<file path="src/rtl/mem_access_unit.sv">
// Memory stage: issues load/store requests to the data cache and returns extended load data.
// Latency: at least 2 cycles (accept edge, ack edge); load data is registered on the ack edge.
// Backpressure: o_stall holds upstream while a legal access is being accepted or awaits ack.
module mem_access_unit #(
    parameter int ADDR_WIDTH = 64,
    parameter int DATA_WIDTH = 64,
    parameter int TIMEOUT    = 255
) (
    input  logic                    i_clk,
    input  logic                    i_arstn,
    input  logic                    i_mem_access,
    input  logic                    i_mem_we,
    input  logic [2:0]              i_funct3,
    input  logic [ADDR_WIDTH-1:0]   i_addr,
    input  logic [DATA_WIDTH-1:0]   i_write_data,
    input  logic                    i_flush,
    output logic                    o_dc_req,
    output logic                    o_dc_we,
    output logic [ADDR_WIDTH-1:0]   o_dc_addr,
    output logic [DATA_WIDTH-1:0]   o_dc_wdata,
    output logic [DATA_WIDTH/8-1:0] o_dc_wstrb,
    input  logic                    i_dc_ack,
    input  logic [DATA_WIDTH-1:0]   i_dc_rdata,
    output logic                    o_stall,
    output logic [DATA_WIDTH-1:0]   o_read_data,
    output logic                    o_done,
    output logic                    o_misaligned,
    output logic                    o_access_fault
);

    localparam int STRB_W = DATA_WIDTH / 8;
    localparam int CNT_W  = $clog2(TIMEOUT + 1);

    typedef enum logic {
        ST_IDLE,
        ST_WAIT
    } state_t;

    state_t                 state_q;
    logic [CNT_W-1:0]       cnt_q;
    logic                   we_q;
    logic [2:0]             f3_q;
    logic [2:0]             off_q;
    logic                   dc_req_q;
    logic                   dc_we_q;
    logic [ADDR_WIDTH-1:0]  dc_addr_q;
    logic [DATA_WIDTH-1:0]  dc_wdata_q;
    logic [STRB_W-1:0]      dc_wstrb_q;
    logic [DATA_WIDTH-1:0]  read_data_q;
    logic                   done_q;
    logic                   misaligned_q;
    logic                   fault_q;

    logic                   accept;
    logic                   illegal;
    logic                   misaligned;
    logic                   go;
    logic [STRB_W-1:0]      size_mask;
    logic [STRB_W-1:0]      dc_wstrb_d;
    logic [DATA_WIDTH-1:0]  dc_wdata_d;
    logic [ADDR_WIDTH-1:0]  dc_addr_d;
    logic [DATA_WIDTH-1:0]  rd_shift;

    function automatic logic [DATA_WIDTH-1:0] load_extend(input logic [DATA_WIDTH-1:0] d,
                                                          input logic [2:0]            f3);
        logic sx;
        sx = ~f3[2];
        case (f3[1:0])
            2'b00:   return {{(DATA_WIDTH-8){sx & d[7]}}, d[7:0]};
            2'b01:   return {{(DATA_WIDTH-16){sx & d[15]}}, d[15:0]};
            2'b10:   return {{(DATA_WIDTH-32){sx & d[31]}}, d[31:0]};
            default: return d;
        endcase
    endfunction

    always_comb begin
        accept     = i_mem_access & ~i_flush;
        // Unsigned stores do not exist; LDU (111) does not exist on RV64.
        illegal    = i_mem_we ? i_funct3[2] : (i_funct3 == 3'b111);
        misaligned = 1'b0;
        size_mask  = '0;
        case (i_funct3[1:0])
            2'b00: begin
                misaligned = 1'b0;
                size_mask  = STRB_W'(8'h01);
            end
            2'b01: begin
                misaligned = i_addr[0];
                size_mask  = STRB_W'(8'h03);
            end
            2'b10: begin
                misaligned = |i_addr[1:0];
                size_mask  = STRB_W'(8'h0F);
            end
            default: begin
                misaligned = |i_addr[2:0];
                size_mask  = STRB_W'(8'hFF);
            end
        endcase
        go         = (state_q == ST_IDLE) & accept & ~illegal & ~misaligned;
        dc_wstrb_d = size_mask << i_addr[2:0];
        dc_wdata_d = i_write_data << {i_addr[2:0], 3'b000};
        dc_addr_d  = {i_addr[ADDR_WIDTH-1:3], 3'b000};
        rd_shift   = i_dc_rdata >> {off_q, 3'b000};
    end

    // Gated by reset so every output reads 0 while the unit is held in reset.
    assign o_stall = i_arstn & (go | ((state_q == ST_WAIT) & ~i_dc_ack));

    always_ff @(posedge i_clk or negedge i_arstn) begin
        if (!i_arstn) begin
            state_q      <= ST_IDLE;
            cnt_q        <= '0;
            we_q         <= 1'b0;
            f3_q         <= '0;
            off_q        <= '0;
            dc_req_q     <= 1'b0;
            dc_we_q      <= 1'b0;
            dc_addr_q    <= '0;
            dc_wdata_q   <= '0;
            dc_wstrb_q   <= '0;
            read_data_q  <= '0;
            done_q       <= 1'b0;
            misaligned_q <= 1'b0;
            fault_q      <= 1'b0;
        end else begin
            done_q       <= 1'b0;
            misaligned_q <= 1'b0;
            fault_q      <= 1'b0;
            case (state_q)
                ST_IDLE: begin
                    if (accept) begin
                        if (illegal) begin
                            fault_q <= 1'b1;
                        end else if (misaligned) begin
                            misaligned_q <= 1'b1;
                        end else begin
                            we_q       <= i_mem_we;
                            f3_q       <= i_funct3;
                            off_q      <= i_addr[2:0];
                            dc_req_q   <= 1'b1;
                            dc_we_q    <= i_mem_we;
                            dc_addr_q  <= dc_addr_d;
                            dc_wdata_q <= dc_wdata_d;
                            dc_wstrb_q <= dc_wstrb_d;
                            cnt_q      <= '0;
                            state_q    <= ST_WAIT;
                        end
                    end
                end
                ST_WAIT: begin
                    // Flush is ignored here: a store may already be committed at the cache.
                    if (i_dc_ack) begin
                        if (!we_q) begin
                            read_data_q <= load_extend(rd_shift, f3_q);
                        end
                        done_q   <= 1'b1;
                        dc_req_q <= 1'b0;
                        cnt_q    <= '0;
                        state_q  <= ST_IDLE;
                    end else if (cnt_q == CNT_W'(TIMEOUT)) begin
                        fault_q  <= 1'b1;
                        dc_req_q <= 1'b0;
                        cnt_q    <= '0;
                        state_q  <= ST_IDLE;
                    end else begin
                        cnt_q <= cnt_q + CNT_W'(1);
                    end
                end
                default: begin
                    state_q <= ST_IDLE;
                end
            endcase
        end
    end

    assign o_dc_req       = dc_req_q;
    assign o_dc_we        = dc_we_q;
    assign o_dc_addr      = dc_addr_q;
    assign o_dc_wdata     = dc_wdata_q;
    assign o_dc_wstrb     = dc_wstrb_q;
    assign o_read_data    = read_data_q;
    assign o_done         = done_q;
    assign o_misaligned   = misaligned_q;
    assign o_access_fault = fault_q;

endmodule

</file>
<file path="config.mk">
export PLATFORM = sky130hd
export DESIGN_NAME = mem_access_unit
export DESIGN_NICKNAME = d
export VERILOG_FILES = /design/src/rtl/mem_access_unit.sv
export SDC_FILE = /design/constraint.sdc
export NUM_CORES = 1
export LEC_CHECK = 0
export CAP_MARGIN = 5
export CORE_ASPECT_RATIO = 0.5
export CORE_MARGIN = 5
export CORE_UTILIZATION = 42
export DETAILED_ROUTE_END_ITERATION = 12
export PLACE_DENSITY = 0.78
export SLEW_MARGIN = 20
export SYNTH_ARGS = -nofsm -noshare
export SYNTH_HDL_FRONTEND = slang
export SYNTH_SLANG_ARGS = --single-unit
</file>
<file path="constraint.sdc">
create_clock -name i_clk -period 2.2 [get_ports i_clk]
set_input_delay 0.66 -clock i_clk [delete_from_list [all_inputs] [get_ports i_clk]]
set_output_delay 0.66 -clock i_clk [all_outputs]
set_load 0.05 [all_outputs]
</file>
* Word-level counts from Yosys, hierarchy flattened
Cells that the tools add are included.
** Cells by class
- Add/subtract/negate cells :: 1
- Equality and inequality tests :: 10
- Muxes and demuxes :: 33
- Reductions and logical operators :: 8
- Shift-type cells :: 3
- Bitwise logic cells :: 17
** Operator list (count)
- $pmux 64 s3 :: 1
- $shl 64x6->64 :: 1
- $shr 64x6->64 :: 1
- $mux 8 :: 5
- $pmux 8 s3 :: 1
- $mux 1 :: 21
- $pmux 8 s2 :: 1
- $and 1x1->1 :: 9
- $add 8x1->8 const B :: 1
- $eq 8x8->1 const B :: 1
- $reduce_and 4->1 :: 2
- $shl 8x3->8 :: 1
- $not 1->1 :: 7
- $ne 2x2->1 const B :: 3
- $pmux 1 s2 :: 3
- $reduce_and 3->1 :: 2
- $eq 2x1->1 const B :: 2
- $eq 2x2->1 const B :: 2
- $logic_not 2->1 :: 2
- $eq 3x3->1 const B :: 1
- $ne 3x2->1 const B :: 1
- $pmux 1 s3 :: 1
- $reduce_or 3->1 :: 1
- $reduce_or 2->1 :: 1
- $or 1x1->1 :: 1
** Storage, ports and cells
- Bits of input ports :: 201
- Logic and storage cells :: 85
- Flip-flop bits (word level) :: 217
- Output and inout port bits :: 206

* Logic depth before layout (Yosys ltp)
Gate-level depths: netlist (run 1).
- Depth in word-level cells :: 7
- Mapped depth :: 8
- Mapped depth without buffers :: 6

* Worst setup path after synthesis (run 1)
OpenSTA, ideal clock, no wires.
- Kind :: in2out
- From :: input i_funct3[1]
- To :: output o_stall
- Stages on the path :: 5
- Arrival :: 2.113 ns
- Slack :: -0.573 ns
- Required time :: 1.540 ns
- Buffers on the path :: 1
- Path through :: clkbuf_1 o21a_1 a21oi_1 a31oi_1 nor2_1
** On the way
- Word-level cells in the longest chain between the ends :: 7
- Elaborated cells on any way between the ends :: 12
- Classes of those cells :: eq/ne (3); mux (2); bitwise (6); reduce/logical (1)
** Ends and longest elaborated chain
- start, declared :: RTL line 13 : input logic [2:0] i_funct3,
- $eq 3x3->1 :: RTL line 79 : illegal = i_mem_we ? i_funct3[2] : (i_funct3 == 3'b111);
- $mux 1 :: RTL line 79
- $not 1->1 (no line)
- $and 1x1->1 :: RTL line 100 : go = (state_q == ST_IDLE) & accept & ~illegal & ~misaligned;
- $and 1x1->1 (*) :: RTL line 100
- $or 1x1->1 (*) :: RTL line 108 : assign o_stall = i_arstn & (go | ((state_q == ST_WAIT) & ~i_dc_ack));
- $and 1x1->1 (*) :: RTL line 108
- end, declared :: RTL line 24 : output logic o_stall,
Mark *: on every way between the ends. The rest lies on a longest branch, timed or not.

* Worst setup path after layout (run 1)
- From :: register off_q[2]
- To :: register read_data_q[43] (netlist: o_read_data[43])
** On the way
- Word-level cells in the longest chain between the ends :: 3
- Elaborated cells on any way between the ends :: 5
- Classes of those cells :: shift (1); mux (1); bitwise (3)
** Ends and longest elaborated chain
- start, declared :: RTL line 43 : logic [2:0] off_q;
- start signal, assigned :: RTL line 140 : off_q <= i_addr[2:0];
- $shr 64x6->64 (*) :: RTL line 104 : rd_shift = i_dc_rdata >> {off_q, 3'b000};
- $and 1x1->1, on equally long branches :: RTL line 71, 69, 70
- $pmux 64 s3 (*) :: RTL line 68 : case (f3[1:0])
- end signal, assigned :: RTL line 155 : read_data_q <= load_extend(rd_shift, f3_q);
- end, declared :: RTL line 49 : logic [DATA_WIDTH-1:0] read_data_q;
Marked as above.
A chain may end at the register's enable or synchronous reset.

==> results.py, run 1 <==
metrics = {
    "run_status": {
        "status": "finished with violations",
        "violations": "setup timing",
    },
    "detailed_routing": {
        "dr.first_iter.drc_count": 919,
        "drc": 0,
        "avgViaCountPerCell": 5.50,
        "vias": 10800,
        "final_antenna_net_count": 0,
        "first_pass_iters": 5,
        "routed_wl_um": 41000,
        "wl_per_cell_um": 20.9,
    },
    "clock_tree": {
        "cts.clk_slew.worst_paths_ns": 0.07,
        "cts_tree": "built",
        "clock_sink_count": 217,
        "cts_root_buf": "clkbuf_16",
        "cts_max_level": 1,
        "clockBufferDepth": 3,
        "worst_skew_pair.late_latency_ns": 0.51,
        "numCtsBuffers": 22,
    },
    "die": {
        "core_area_sq_um": 27600,
        "initial_core_util_pct": 42.4,
        "die_w_um": 246,
        "num_io_pins": 407,
        "rows": 43,
        "die_area_sq_um": 31500,
        "chipHeight_um": 128,
    },
    "yosys": {
        "ys_types": 58,
        "synth_ff_type": "dfrtp_1",
        "ys_seq_elements": 217,
        "syn_inst": 1110,
        "ys_async_sr_fraction_pct": 100,
        "ys_warn_count": 0,
        "ys_seq_area_share_pct": 46.4,
        "synth_edf_count": 0,
        "syn_avg_cell_area_sq_um": 10.5,
        "synth_area_sq_um": 11700,
    },
    "global_route": {
        "grt_max_degree": 154,
        "antenna_found_initial": 2,
        "grt_pass1_vias": 10900,
        "overflow": 0,
        "grt_pass1_wl_um": 62200,
        "grtUsageTotal_pct": 24.7,
    },
    "critical_path": {
        "critical_path.startpoint_type": "flip-flop",
        "crit_chain": "buf_4 -> mux2i_1 -> o211ai_1 -> o221a_2 -> a211oi_4 -> buf_12 -> a31oi_1",
        "r2r-start": "off_q[2]$_DFFE_PN0P_",
        "critPathMaxFanout": 32,
        "cp.arrival_ns": 2.58,
        "reg2reg_slack_ns": -0.006,
        "r2r-end": "o_read_data[43]$_DFFE_PN0P_",
        "path_delay_family": "compound AO/OA/AOI/OAI gates",
        "cp.required_ns": 2.58,
        "slowest_stage": "dfrtp_1",
        "crit_type": "reg -> reg",
        "worst-path-buf-inv": 2,
        "critPathCaptureType": "flip-flop",
        "reg2reg_depth": 7,
        "slowest_delay_ns": 0.53,
    },
    "cells_and_area": {
        "final_area_sq_um": 17300,
        "drive_above_1_share_pct": 30.1,
        "nets": 1766,
        "utilization_pct": 62.7,
        "final_common_cell": "buf_4",
        "fillers": 2253,
        "syn_to_final_growth_pct": 47.7,
        "layout_common_cells": "buf_4, dfrtp_1, clkdlybuf4s50_1",
    },
    "power_and_ir_drop": {
        "power.total_mw": 20.5,
        "peakVddDrop_mv": 0.658,
        "leakage_nw": 7.64,
        "powerDensity_nw_per_um2": 1180,
    },
    "timing": {
        "drv_slew": 0,
        "min_period_ns": 2.21,
        "hold_viol_final": 0,
        "tightest_slew_ns": 0.879,
        "fmax_ghz": 0.453,
        "finalCritPeriodShare_pct": 100,
        "layout_setup_ws_ns": -0.00572,
        "slew_headroom_pct": 41.4,
        "setup_viol": 2,
        "skew_ns": 0.0128,
    },
    "placed_design": {
        "numPortBuffers": 403,
        "dp_hpwl_um": 31200,
        "placed_cell_area_sq_um": 16600,
        "gp_congestion": 0.977,
    },
    "hold_path": {
        "min_path_type": "in -> async",
    },
    "run": {
        "cap_viol_max_count": 0,
    },
}
[through the flow]
stage | TNS (ns) | setup slack (ns) | hold slack (ns) | instances
floorplan | -0.0487 | -0.0487 | 0.364 | 1112
global placement | -62.63 | -0.424 | 0.467 | 1918
detailed placement | -65.16 | -0.483 | 0.469 | 1918
CTS | -0.103 | -0.103 | 0.367 | 1962
global route | -1.48 | -0.0811 | 0.375 | 1964
finish | -0.00878 | -0.00572 | 0.268 | 1964
[cells in the mapped netlist (all sizes together) (3+ instances only)]
library cell / count / share of area [%]
dfrtp: 217 / 46
nand2: 140 / 4.5
mux2: 120 / 12
nor2: 110 / 3.5
mux2i: 64 / 5.5
a31oi: 58 / 3.8
a21oi: 49 / 2.1
buf: 48 / 2.5
clkbuf: 47 / 1.5
o21ai: 47 / 2.0
a211oi: 41 / 2.7
o31ai: 29 / 1.9
mux4: 28 / 5.4
nor2b: 24 / 1.3
inv: 13 / 0.42
o32ai: 8 / 0.60
o22a: 7 / 0.52
nand3: 6 / 0.26
o2bb2ai: 6 / 0.45
nand2b: 5 / 0.33
a21o: 4 / 0.26
nor3: 4 / 0.21
nor3b: 4 / 0.34
and2: 3 / 0.16
o22ai: 3 / 0.16
or3: 3 / 0.20
[sequential cells by signal (all words and copies together), names as in the netlist, 3 cells and up]
name / cells
cnt_q: 8
f3_q: 3
o_dc_addr: 61
o_dc_wdata: 64
o_dc_wstrb: 8
o_read_data: 64
off_q: 3
[metal layers]
layer	wire length (um)	share of wire, %	up-vias	track usage, %
met1	15800	39	5370	30.5
met2	21400	52	410	44.0
met4	1360	3.3	0	8.39
met5	0	0	-	0
li1	-	-	4942	-
met3	2460	6.0	87	4.35
[worst reg2reg max path: stages (launching register included)]
cell,delay [ns]
dfrtp_1,0.53
buf_4,0.21
mux2i_1,0.33
o211ai_1,0.14
o221a_2,0.17
a211oi_4,0.29
buf_12,0.24
a31oi_1,0.16
[area by class of cell]
class / count / area, sq um / share of cell area [%]
Inverter: 13 / 48.8 / 0.282
Timing Repair Buffer: 523 / 4730 / 27.4
Sequential cell: 217 / 5440 / 31.5
Antenna cell: 2 / 5.00 / 0.0289
Clock buffer: 36 / 654 / 3.78
Multi-Input combinational cell: 787 / 5870 / 33.9
Clock inverter: 4 / 70.1 / 0.405
Tap cell: 382 / 478 / 2.76
[where the power goes]
group / internal [mW] / switching (mW) / total, mW
logic: 3.55 / 7.01 / 10.6
registers: 5.22 / 0.823 / 6.05
clock network: 2.26 / 1.59 / 3.86
total: 11.0 / 9.43 / 20.5
[cell families (layout without fill, tap and decap cells)]
| family | Yosys count | after routing | share of synthesized area, % |
|---|---|---|---|
| compound gates | 262 | 262 | 15.2 |
| fa+ha+maj | 1 | 1 | 0.107 |
| buf+inv | 108 | 576 | 4.38 |
| flops | 217 | 217 | 46.4 |
| mux | 212 | 212 | 22.4 |
| other cells | 1 | 5 | 0.0320 |
| simple gates | 309 | 309 | 11.4 |
[what timing repair did]
action | 4_1_cts | 5_1_grt
resized for setup | 84 | 16
hold buffers | 1 | 0
hold endpoints to repair | 2 | 0
endpoints found under the setup margin | 69 | 47
buffers inserted | 3 | 1
pin swaps | 6 | 6
[worst max path at each step]
| stage | start | endpoint | slack (ns) | depth (start not counted) |
|---|---|---|---|---|
| floorplan | i_funct3[1] | o_stall | -0.05 | 5 |
| global placement | i_dc_rdata[31] | o_read_data[43]$_DFFE_PN0P_ | -0.42 | 7 |
| detailed placement | i_dc_rdata[31] | o_read_data[62]$_DFFE_PN0P_ | -0.48 | 7 |
| CTS | i_addr[2] | o_stall | -0.10 | 6 |
| global route | off_q[2]$_DFFE_PN0P_ | o_read_data[43]$_DFFE_PN0P_ | -0.08 | 7 |
| finish | off_q[2]$_DFFE_PN0P_ | o_read_data[43]$_DFFE_PN0P_ | -0.006 | 7 |
No activity file was read; power rests on OpenSTA's default activity.
==> run 2: changes to the inputs <==
--- a/config.mk
+++ b/config.mk
@@ -15,3 +15,4 @@
 export SYNTH_ARGS = -nofsm -noshare
 export SYNTH_HDL_FRONTEND = slang
 export SYNTH_SLANG_ARGS = --single-unit
+export TNS_END_PERCENT = 50
==> run 2 against run 1 <==
The flow now finishes without violations. Clock power is essentially flat. Via count shrank 0.68%. Critical endpoint is now o_read_data[36]$_DFFE_PN0P_. Fmax grew 0.87%. Die area is the same. Global-route usage is essentially flat. Register-to-register slack gained 0.02 ns. First-iteration DRC count grew 0.54%. Highest routed layer unchanged. Clock skew grew 0.0016 ns.
==> results.py, run 2 (same netlist as run 1, synthesis figures left out) <==
metrics = {
    "run_status": {
        "status": "finished clean",
    },
    "clock_tree": {
        "clock_sink_count": 217,
        "cts.clk_slew.worst_paths_ns": 0.07,
        "cts_max_level": 1,
        "worst_skew_pair.late_latency_ns": 0.51,
        "cts_tree": "built",
        "numCtsBuffers": 22,
        "clockBufferDepth": 3,
        "cts_root_buf": "clkbuf_16",
    },
    "critical_path": {
        "r2r-start": "off_q[2]$_DFFE_PN0P_",
        "critPathMaxFanout": 32,
        "r2r-end": "o_read_data[36]$_DFFE_PN0P_",
        "cp.arrival_ns": 2.56,
        "critPathCaptureType": "flip-flop",
        "cp.required_ns": 2.57,
        "reg2reg_depth": 7,
        "reg2reg_slack_ns": 0.01,
        "crit_type": "reg -> reg",
        "critical_path.startpoint_type": "flip-flop",
    },
    "die": {
        "rows": 43,
        "die_area_sq_um": 31500,
        "core_area_sq_um": 27600,
        "die_w_um": 246,
        "initial_core_util_pct": 42.4,
        "num_io_pins": 407,
        "chipHeight_um": 128,
    },
    "cells_and_area": {
        "nets": 1766,
        "drive_above_1_share_pct": 30.1,
        "fillers": 2250,
        "final_common_cell": "buf_4",
        "layout_common_cells": "buf_4, dfrtp_1, clkdlybuf4s50_1",
        "multi_input_area_sq_um": 5870,
        "register_area_sq_um": 5440,
        "syn_to_final_growth_pct": 47.8,
    },
    "timing": {
        "setup_viol": 0,
        "skew_ns": 0.0144,
        "fmax_ghz": 0.457,
        "min_period_ns": 2.19,
        "fin_hold_ws_ns": 0.268,
        "drv_slew": 0,
        "tightest_slew_ns": 0.882,
        "rsz0062_at_grt": "yes",
        "slew_headroom_pct": 41.2,
        "hold_viol_final": 0,
        "finalCritPeriodShare_pct": 99.4,
    },
    "detailed_routing": {
        "final_antenna_net_count": 0,
        "dr.first_iter.drc_count": 924,
        "first_pass_iters": 5,
        "vias": 10700,
        "avgViaCountPerCell": 5.47,
        "drc": 0,
        "routed_wl_um": 40900,
        "wl_per_cell_um": 20.8,
    },
    "global_route": {
        "grt_max_degree": 154,
        "grt-busiest-layer": "met2",
        "antenna_found_initial": 2,
        "use_met3_pct": 4.33,
        "overflow": 0,
        "use_met1_pct": 30.5,
        "globalRouteMet2Util_pct": 44.1,
        "grtUsageTotal_pct": 24.7,
        "grt_pass1_wl_um": 62200,
        "grt_pass1_vias": 10900,
    },
    "placed_design": {
        "gp_congestion": 0.977,
        "numPortBuffers": 403,
        "dp_hpwl_um": 31200,
    },
    "power_and_ir_drop": {
        "power.total_mw": 20.5,
        "powerDensity_nw_per_um2": 1180,
        "peakVddDrop_mv": 0.658,
        "leakage_nw": 7.65,
    },
    "run": {
        "cap_viol_max_count": 0,
    },
    "hold_path": {
        "min_path_type": "in -> async",
    },
}
run 2: changes by cell type in the layout (fill, tap and decap cells not counted):
cell            before  now
buf_2                2    0
dlymetal6s2s_1       1    2
clkbuf_2             0    1
dlygate4sd2_1       72   71
dfrtp_1            214  215
dfrtp_2              1    0
buf_8                0    1
run 2: worst max-delay path: stages (launching register included):
cell      delay [ns]
dfrtp_1         0.52
buf_4           0.21
mux2i_1         0.32
o211ai_1        0.14
o221a_2         0.17
a211oi_4        0.29
buf_12          0.24
a31oi_2         0.12
run 2: where the power goes:
part	internal (mW)	switching, mW	total (mW)
registers	5.22	0.823	6.05
clock network	2.26	1.60	3.86
logic	3.55	7.01	10.6
run 2: timing repair:
action                                  4_1_cts  5_1_grt
cloned                                        0        0
buffers inserted                              3        1
endpoints found under the setup margin       69       47
endpoints found under the hold margin         2        0
gates resized for setup                      78       22
pin swaps                                     6        6
hold buffers                                  1        0
run 2: worst max path at each step:
| stage | start | end | slack (ns) | cells past startpoint |
|---|---|---|---|---|
| 2_1_floorplan | i_funct3[1] | o_stall | -0.05 | 5 |
| 3_3_place_gp | i_dc_rdata[31] | o_read_data[43]$_DFFE_PN0P_ | -0.42 | 7 |
| 3_5_place_dp | i_dc_rdata[31] | o_read_data[62]$_DFFE_PN0P_ | -0.48 | 7 |
| 4_1_cts | i_flush | o_stall | -0.15 | 6 |
| 5_1_grt | off_q[2]$_DFFE_PN0P_ | o_read_data[43]$_DFFE_PN0P_ | -0.08 | 7 |
| 6_report | off_q[2]$_DFFE_PN0P_ | o_read_data[36]$_DFFE_PN0P_ | 0.01 | 7 |
run 2: final cells by class:
class	instances	area share (%)
Timing Repair Buffer	523	27.4
Clock buffer	36	3.78
Tap cell	382	2.76
Sequential cell	217	31.4
Multi-Input combinational cell	787	33.9
Inverter	13	0.282
Clock inverter	4	0.405
Antenna cell	2	0.0289
run 2: routing by layer:
layer / vias up / share of wire, %
li1: 4942 / -
met3: 80 / 5.9
met2: 377 / 52
met1: 5336 / 39
met4: 0 / 3.3
met5: - / 0
run 2: per-stage QoR:
step	worst slack (ns)	TNS, ns	cell area, sq um	cells	utilization [%]
finish	0.0132	0	17300	1964	62.7
global route	-0.0811	-1.48	17300	1964	62.7
CTS	-0.145	-0.145	17300	1962	62.5
floorplan	-0.0487	-0.0487	11800	1112	-
detailed placement	-0.483	-65.16	16600	1918	60.1
global placement	-0.424	-62.63	16600	1918	60.1
